`src/rtl/irq_timer_slave.sv`:
```
`default_nettype none
// ============================================================================
//  Module   : irq_timer_slave
//  Purpose  : Strobe/acknowledge bus responder holding a 4-source
//             pending/enable interrupt controller. Source 0 is an internal
//             32-bit down-counting timer; sources 1..3 are rising-edge
//             detected external inputs.
//  Revision : 1.0 - initial release
// ----------------------------------------------------------------------------
//  Ports
//    clk      in   1   rising-edge clock
//    rst_ni   in   1   asynchronous active-low reset
//    stb_i    in   1   bus strobe
//    we_i     in   1   1 = write, 0 = read
//    adr_i    in  32   byte address; [31:8] window decode, [4:2] register
//    dat_i    in  32   write data
//    sel_i    in   4   byte-lane enables
//    dat_o    out 32   read data, held until the next accepted read
//    ack_o    out  1   one-cycle acknowledge
//    src_i    in   3   external interrupt sources (synchronous to clk)
//    irq      out  4   interrupt request = pending & enable
//    irqack   in   4   one-hot interrupt acknowledge
// ----------------------------------------------------------------------------
//  Register map (offset)
//    0x00 STATUS [3:0]  pending bits, write-1-to-clear (lane 0)
//    0x04 ENABLE [3:0]  per-source mask
//    0x08 CNT    [31:0] timer count
//    0x0C RELOAD [31:0] timer reload value
//    0x10 CTRL   [1:0]  bit0 EN, bit1 AR (auto-reload)
//    0x14-0x1C          read 0, writes ignored, acknowledged
// ============================================================================
module irq_timer_slave #(
    parameter logic [31:0] BASE_ADDR = 32'hFFFF_FF00
) (
    input  logic        clk,
    input  logic        rst_ni,
    input  logic        stb_i,
    input  logic        we_i,
    input  logic [31:0] adr_i,
    input  logic [31:0] dat_i,
    input  logic [3:0]  sel_i,
    output logic [31:0] dat_o,
    output logic        ack_o,
    input  logic [2:0]  src_i,
    output logic [3:0]  irq,
    input  logic [3:0]  irqack
);

    // ------------------------------------------------------------------
    // Constants
    // ------------------------------------------------------------------
    localparam logic [2:0] REG_STATUS = 3'd0;
    localparam logic [2:0] REG_ENABLE = 3'd1;
    localparam logic [2:0] REG_CNT    = 3'd2;
    localparam logic [2:0] REG_RELOAD = 3'd3;
    localparam logic [2:0] REG_CTRL   = 3'd4;

    localparam logic [1:0] ST_IDLE = 2'd0;
    localparam logic [1:0] ST_ACK  = 2'd1;
    localparam logic [1:0] ST_HOLD = 2'd2;

    // ------------------------------------------------------------------
    // State
    // ------------------------------------------------------------------
    logic [1:0]  state_q,    state_d;
    logic [31:0] dat_o_q,    dat_o_d;
    logic [3:0]  pending_q,  pending_d;
    logic [3:0]  enable_q,   enable_d;
    logic [31:0] cnt_q,      cnt_d;
    logic [31:0] reload_q,   reload_d;
    logic [1:0]  ctrl_q,     ctrl_d;
    logic [2:0]  src_prev_q, src_prev_d;

    // ------------------------------------------------------------------
    // Address decode
    // ------------------------------------------------------------------
    logic       w_hit;
    logic       w_accept;
    logic       w_wr;
    logic [2:0] w_reg;
    logic [31:0] w_rd_data;

    assign w_hit = (adr_i[31:8] == BASE_ADDR[31:8]);
    assign w_reg = adr_i[4:2];
    assign w_wr  = w_accept & we_i;

    // Address bits that take no part in decode; offsets 0x20-0xFF alias
    // the 0x00-0x1C block.
    logic unused_adr;
    assign unused_adr = ^{adr_i[7:5], adr_i[1:0]};

    // Byte-lane merge of write data into an existing 32-bit value.
    function automatic logic [31:0] lane_merge(
        input logic [31:0] old_val,
        input logic [31:0] wr_val,
        input logic [3:0]  lanes
    );
        logic [31:0] res;
        res = old_val;
        for (int i = 0; i < 4; i++) begin
            if (lanes[i]) begin
                res[8*i +: 8] = wr_val[8*i +: 8];
            end
        end
        return res;
    endfunction

    // ------------------------------------------------------------------
    // Bus FSM: state register
    // ------------------------------------------------------------------
    always_ff @(posedge clk or negedge rst_ni) begin
        if (!rst_ni) begin
            state_q <= ST_IDLE;
        end else begin
            state_q <= state_d;
        end
    end

    // ------------------------------------------------------------------
    // Bus FSM: next-state logic
    // ------------------------------------------------------------------
    always_comb begin
        state_d = state_q;
        case (state_q)
            ST_IDLE: begin
                if (stb_i && w_hit) begin
                    state_d = ST_ACK;
                end
            end
            ST_ACK: begin
                state_d = ST_HOLD;
            end
            ST_HOLD: begin
                // The initiator keeps the strobe up after seeing ack; wait
                // for it to drop so the same request is not taken twice.
                if (!stb_i) begin
                    state_d = ST_IDLE;
                end
            end
            default: begin
                state_d = ST_IDLE;
            end
        endcase
    end

    // ------------------------------------------------------------------
    // Bus FSM: outputs
    // ------------------------------------------------------------------
    always_comb begin
        w_accept = 1'b0;
        ack_o    = 1'b0;
        case (state_q)
            ST_IDLE: w_accept = stb_i & w_hit;
            ST_ACK:  ack_o    = 1'b1;
            default: begin
                w_accept = 1'b0;
                ack_o    = 1'b0;
            end
        endcase
    end

    // ------------------------------------------------------------------
    // Read mux and read-data holding register
    // ------------------------------------------------------------------
    always_comb begin
        w_rd_data = 32'd0;
        case (w_reg)
            REG_STATUS: w_rd_data = {28'd0, pending_q};
            REG_ENABLE: w_rd_data = {28'd0, enable_q};
            REG_CNT:    w_rd_data = cnt_q;
            REG_RELOAD: w_rd_data = reload_q;
            REG_CTRL:   w_rd_data = {30'd0, ctrl_q};
            default:    w_rd_data = 32'd0;
        endcase
    end

    always_comb begin
        dat_o_d = dat_o_q;
        if (w_accept && !we_i) begin
            dat_o_d = w_rd_data;
        end
    end

    assign dat_o = dat_o_q;

    // ------------------------------------------------------------------
    // Timer and configuration registers
    // ------------------------------------------------------------------
    logic w_timer_expire;

    always_comb begin
        cnt_d          = cnt_q;
        ctrl_d         = ctrl_q;
        enable_d       = enable_q;
        reload_d       = reload_q;
        w_timer_expire = 1'b0;

        if (ctrl_q[0]) begin
            if (cnt_q != 32'd0) begin
                cnt_d = cnt_q - 32'd1;
            end else begin
                w_timer_expire = 1'b1;
                if (ctrl_q[1]) begin
                    cnt_d = reload_q;
                end else begin
                    // One-shot: stop and leave the count parked at zero.
                    ctrl_d[0] = 1'b0;
                end
            end
        end

        // A bus write lands on top of the timer update for its lanes.
        if (w_wr) begin
            case (w_reg)
                REG_ENABLE: begin
                    if (sel_i[0]) begin
                        enable_d = dat_i[3:0];
                    end
                end
                REG_CNT:    cnt_d    = lane_merge(cnt_d, dat_i, sel_i);
                REG_RELOAD: reload_d = lane_merge(reload_q, dat_i, sel_i);
                REG_CTRL: begin
                    if (sel_i[0]) begin
                        ctrl_d = dat_i[1:0];
                    end
                end
                default: begin
                    cnt_d = cnt_d;
                end
            endcase
        end
    end

    // ------------------------------------------------------------------
    // Interrupt pending logic
    // ------------------------------------------------------------------
    logic [3:0] w_set;
    logic [3:0] w_clr;

    always_comb begin
        src_prev_d = src_i;
        w_set      = {src_i & ~src_prev_q, w_timer_expire};
        w_clr      = irqack;
        if (w_wr && (w_reg == REG_STATUS) && sel_i[0]) begin
            w_clr = w_clr | dat_i[3:0];
        end
        // New events take priority over a simultaneous clear.
        pending_d = w_set | (pending_q & ~w_clr);
    end

    assign irq = pending_q & enable_q;

    // ------------------------------------------------------------------
    // Datapath registers
    // ------------------------------------------------------------------
    always_ff @(posedge clk or negedge rst_ni) begin
        if (!rst_ni) begin
            dat_o_q    <= 32'd0;
            pending_q  <= 4'd0;
            enable_q   <= 4'd0;
            cnt_q      <= 32'd0;
            reload_q   <= 32'd0;
            ctrl_q     <= 2'd0;
            src_prev_q <= 3'd0;
        end else begin
            dat_o_q    <= dat_o_d;
            pending_q  <= pending_d;
            enable_q   <= enable_d;
            cnt_q      <= cnt_d;
            reload_q   <= reload_d;
            ctrl_q     <= ctrl_d;
            src_prev_q <= src_prev_d;
        end
    end

endmodule
`default_nettype wire

```
`config.mk`:
```
export PLATFORM = sky130hd
export DESIGN_NAME = irq_timer_slave
export DESIGN_NICKNAME = d
export VERILOG_FILES = /design/src/rtl/irq_timer_slave.sv
export SDC_FILE = /design/constraint.sdc
export NUM_CORES = 1
export LEC_CHECK = 0
export BUFFER_PORTS_ARGS = -buffer_cell sky130_fd_sc_hd__clkbuf_2
export CAP_MARGIN = 20
export CELL_PAD_IN_SITES_DETAIL_PLACEMENT = 1
export CELL_PAD_IN_SITES_GLOBAL_PLACEMENT = 1
export CORE_MARGIN = 2
export CORE_UTILIZATION = 46
export CTS_CLUSTER_SIZE = 28
export DETAILED_ROUTE_END_ITERATION = 8
export GPL_TIMING_DRIVEN = 1
export HOLD_SLACK_MARGIN = 0.08
export PLACE_DENSITY_LB_ADDON = 0.1
export SLEW_MARGIN = 20
export SYNTH_ARGS = -nofsm -noshare
export SYNTH_HDL_FRONTEND = slang
export SYNTH_SLANG_ARGS = --single-unit
```
`constraint.sdc`:
```
create_clock -name clk -period 5.8 [get_ports clk]
set_input_delay 0.29 -clock clk [delete_from_list [all_inputs] [get_ports clk]]
set_output_delay 0.29 -clock clk [all_outputs]
set_load 0.05 [all_outputs]
```
Word level (Yosys, flattened, before mapping) --
Cells that the tools add are included.
Operators by class: equality and inequality tests 9, reductions and logical operators 15, $add $sub $neg 1, bitwise operators 9, mux-type cells 24
Operators by type and width (count):
- $mux W32 | 5
- $pmux W32 S5 | 1
- $mux W8 | 4
- $reduce_bool A32 Y1 | 1
- $sub A32 B1 Y32 const B | 1
- $eq A24 B24 Y1 const B | 1
- $reduce_and A3 Y1 | 6
- $mux W1 | 10
- $and A4 B4 Y4 | 2
- $or A4 B4 Y4 | 2
- $eq A3 B2 Y1 const B | 2
- $pmux W2 S3 | 1
- $logic_and A1 B1 Y1 | 4
- $mux W2 | 2
- $mux W4 | 1
- $ne A2 B2 Y1 const B | 2
- $not A4 Y4 | 1
- $and A3 B3 Y3 | 1
- $eq A3 B1 Y1 const B | 1
- $eq A3 B3 Y1 const B | 1
- $logic_not A3 Y1 | 1
- $not A3 Y3 | 1
- $and A1 B1 Y1 | 2
- $eq A2 B1 Y1 const B | 1
- other kinds (4) | 4
Word-level totals: register bits after elaboration 111, bits of input ports 79, output and inout port bits 37, word-level logic and storage cells 70

Logic depth before layout (Yosys ltp) --
depth after elaboration 10, depth in mapped cells 9, gate-level depth less buffers 8

Worst setup path after synthesis --
No wires, ideal clock.
path type register -> register, from register cnt_q[12], to register cnt_q[23], arrival 2.038 ns, library setup time 0.118 ns, cell stages (with the launch flop) 9, path buffers 2, path slack 3.644 ns, period minus slack after synthesis 2.156 ns, data required time 5.682 ns, path through dfrtp_1 -> buf_2 -> nor3_2 -> nand2b_1 -> or3_1 -> buf_2 -> a221oi_2 -> a211oi_1 -> a21o_1
On the way: longest elaborated chain between the ends 6, elaborated cells between the ends (all ways) 7, classes of those cells 1 x add/sub; 5 x mux; 1 x reduce/logical
RTL lines:
- start: declaration | RTL line 69 | logic [31:0] cnt_q, cnt_d;
- start signal: assignment | RTL line 269 | cnt_q <= cnt_d;
- $sub A32 B1 Y32 or $reduce_bool A32 Y1 (tied branches) | RTL line 200, 199
- $mux W32 (*) | RTL line 199 | if (cnt_q != 32'd0) begin
- $mux W32 (*) | RTL line 198 | if (ctrl_q[0]) begin
- $mux W8 | RTL line 101 | if (lanes[i]) begin
- $mux W32 | RTL line 214 | case (w_reg)
- $mux W32 (*) | RTL line 213 | if (w_wr) begin
- via cnt_d[23] | RTL line 69
The timed path passes the listed nets; every way through them passes the cells marked *. A chain may end at the register's enable or synchronous reset.

Worst setup path after layout --
from register cnt_q[6], to register cnt_q[31]
The elaborated chain is that of the path after synthesis.

==> impl_metrics.toml <==
[routing]
vias_per_cell = 6.09
drc = 0
antenna_left = 0
wirelength_um = 18500
drt_iter0_drc = 415
wl_per_cell_um = 20.9
vias = 5402
firstDrtPassIters = 5

[timing]
holdWs_ns = 0.157
fin_crit_ns = 3.36
hold_viol = 0
setup_violations = 0
fmax_mhz = 297
slew_headroom_pct = 32.1
rsz0062_at_grt = "no"
setup_tns_ns = 0
tightestPinTransition_ns = 1.01
final_max_slew_viol_count = 0
fin_skew_ns = 0.00732
period_share_pct = 58.0

[critical_path]
cp-endpoint = "cnt_q[31]$_DFF_PN0_"
cp_common_cell = "or3_1"
end_kind = "flip-flop"
max_stage_delay_ns = 0.90
arrival_ns = 3.66
start_kind = "flip-flop"
crit_chain = "nor4_2 -> nand4_1 -> or3_1 -> or3_1 -> a31oi_1 -> mux2_2"
r2r_cells = 6
r2r_slack_ns = 2.44
cp_max_fo = 11
crit_type = "flip-flop to flip-flop"
r2r-start = "cnt_q[6]$_DFF_PN0_"
required_ns = 6.10
cp-startpoint = "cnt_q[6]$_DFF_PN0_"
worst_path_max_delay_cell = "nor4_2"
r2r-end = "cnt_q[31]$_DFF_PN0_"

[logic_synthesis]
syn-instance-count = 613
syn_nets = 694
synth_edf_count = 0
yosysSeqAreaShare_pct = 46.5
synth_cell_types = 65
async_reset_ff_share_pct = 100
ys.flop_type = "dfrtp_1"
yosysWarnings = 0
avgSynthCellArea_um2 = 9.75
synth-seq-cells = 111
synth_area_um2 = 5980

[power]
seq_power_share_pct = 50.2
p_int_uw = 1200
p_sw_share_pct = 22.5
combPwrFrac_pct = 5.1
p_leak_uw = 0.00305
irDropWorstVdd_v = 0.000101
switchingPower_uw = 349
p_clk_share_pct = 44.7
powerDensity_nw_per_um2 = 220

[final_layout]
layout_commonest_cell = "dfrtp_1"
fillers = 1475
final_cell_area_um2 = 7040
n_antenna_cell = 0
final_cell_mix = "111 x dfrtp_1, 109 x clkbuf_2, 90 x nand2_1"
syn_to_final_growth_pct = 17.7
multi_input_area_um2 = 2990
nNetsFinal = 791
seq_area_um2 = 2780
drive_gt1_share_pct = 27.4

[cts]
htreeDepth = 3
holdBufCountCts = 4
cts-resized-gates = 0
cts_tree = "yes"
clk_pin_slew_ns = 0.08
cts_setup_buffers = 0
cts-root-buf = "clkbuf_16"
insertion_delay_ns = 0.36
clockBufferDepth = 2
cts.sink_count = 111
numCtsBuffers = 9

[global_route]
grt_pass1_wl_um = 30600
grt_overflow = 0
antenna_found_initial = 0
grt_max_degree = 60
grt_pass1_vias = 5628
grt_usage_pct = 27.7

[placement]
numPortBuffers = 110
place_area_um2 = 6670
place_hpwl_um = 12700
gp_congestion = 0.875

[floorplan]
row_count = 41
core_area_um2 = 12700
die-area_um2 = 13900
chipHeight_um = 118
initial_core_util_pct = 47.2
pin_count = 116
dieWidth_um = 118

[hold_path]
hp-start = "dat_i[12]"
min-delay-path-class = "input port to flip-flop"

[flow_run]
drv_cap = 0

[outcome]
outcome = "finished clean"
==> sequential cells by signal, summed over array words and instances (netlist names) <==
name / flops
dat_o: 32
src_prev_q: 3
cnt_q: 32
enable_q: 4
reload_q: 32
ctrl_q: 2
pending_q: 4
state_q: 2
==> metrics by stage <==
stage | setup slack [ns] | util [%] | total power (uW) | std cells
finish | 2.44 | 55.6 | 1550 | 887
detailed placement | 2.56 | 52.6 | 871 | 867
global placement | 2.64 | 52.6 | 868 | 867
global route | 2.29 | 55.6 | 1600 | 887
floorplan | 3.64 | - | 815 | 613
CTS | 2.50 | 55.6 | 1560 | 887
==> final cells by class <==
cell class	count	share of cell area, %
multi-input combinational	450	42.5
sequential	111	39.5
timing repair buffer	124	9.49
clock buffer	10	3.39
tap	172	3.06
clock inverter	6	1.32
inverter	14	0.747
==> synthesized netlist by cell type (8+ instances only) <==
cell | count | area share [%]
nand2_1 | 90 | 5.6
nand3_1 | 19 | 1.6
nand4_1 | 10 | 1.0
mux2_2 | 38 | 7.2
o31ai_1 | 14 | 1.8
a21oi_1 | 12 | 1.0
a22oi_1 | 31 | 3.9
inv_1 | 14 | 0.88
buf_2 | 8 | 0.67
dfrtp_1 | 111 | 46
o221ai_1 | 9 | 1.3
clkbuf_1 | 27 | 1.7
a211oi_1 | 8 | 1.0
o21ai_1 | 15 | 1.3
nor3_1 | 24 | 2.0
o21ai_0 | 35 | 2.9
nor2_1 | 26 | 1.6
==> layer usage <==
metal	GRT usage, %	routed length, um	up-vias	part of all wire, %
met4	9.94	377	0	2.0
met3	2.86	851	25	4.6
met2	45.4	8750	168	47
met5	0	0	-	0
li1	-	-	2489	-
met1	38.1	8520	2720	46
==> worst min-delay path by stage <==
stage | endpoint | depth (start not counted) | slack (ns)
2_1_floorplan | cnt_q[0]$_DFF_PN0_ | 0 | -0.006
3_3_place_gp | dat_o[4]$_DFFE_PN0P_ | 1 | 0.40
3_5_place_dp | dat_o[4]$_DFFE_PN0P_ | 1 | 0.42
4_1_cts | cnt_q[7]$_DFF_PN0_ | 3 | 0.15
5_1_grt | cnt_q[12]$_DFF_PN0_ | 3 | 0.16
6_report | cnt_q[12]$_DFF_PN0_ | 3 | 0.16
==> critical path: cells and delay by family, from the launching register on <==
family	cells	cell delay [ns]
flops	1	0.45
mux	1	0.16
compound gates	1	0.18
simple gates	4	2.51
==> logic make-up after synthesis <==
group	after synthesis	share of synthesized area [%]
AND/OR/NAND/NOR	233	21.2
flip-flops	111	46.5
XOR/XNOR	4	0.586
multiplexers	47	9.08
AO/OA/AOI/OAI	164	18.7
adder cells (fa/ha/maj)	2	0.418
buffers and inverters	52	3.56
==> power by group through the flow <==
stage	sequential (uW)	clock (uW)	combinational, uW
2_1_floorplan	793	0	22.0
3_3_place_gp	793	0	74.5
3_5_place_dp	793	0	77.4
4_1_cts	778	705	80.2
5_1_grt	778	733	88.5
6_report	778	693	79.1
Note: power is estimated with default switching activity, not from simulation.
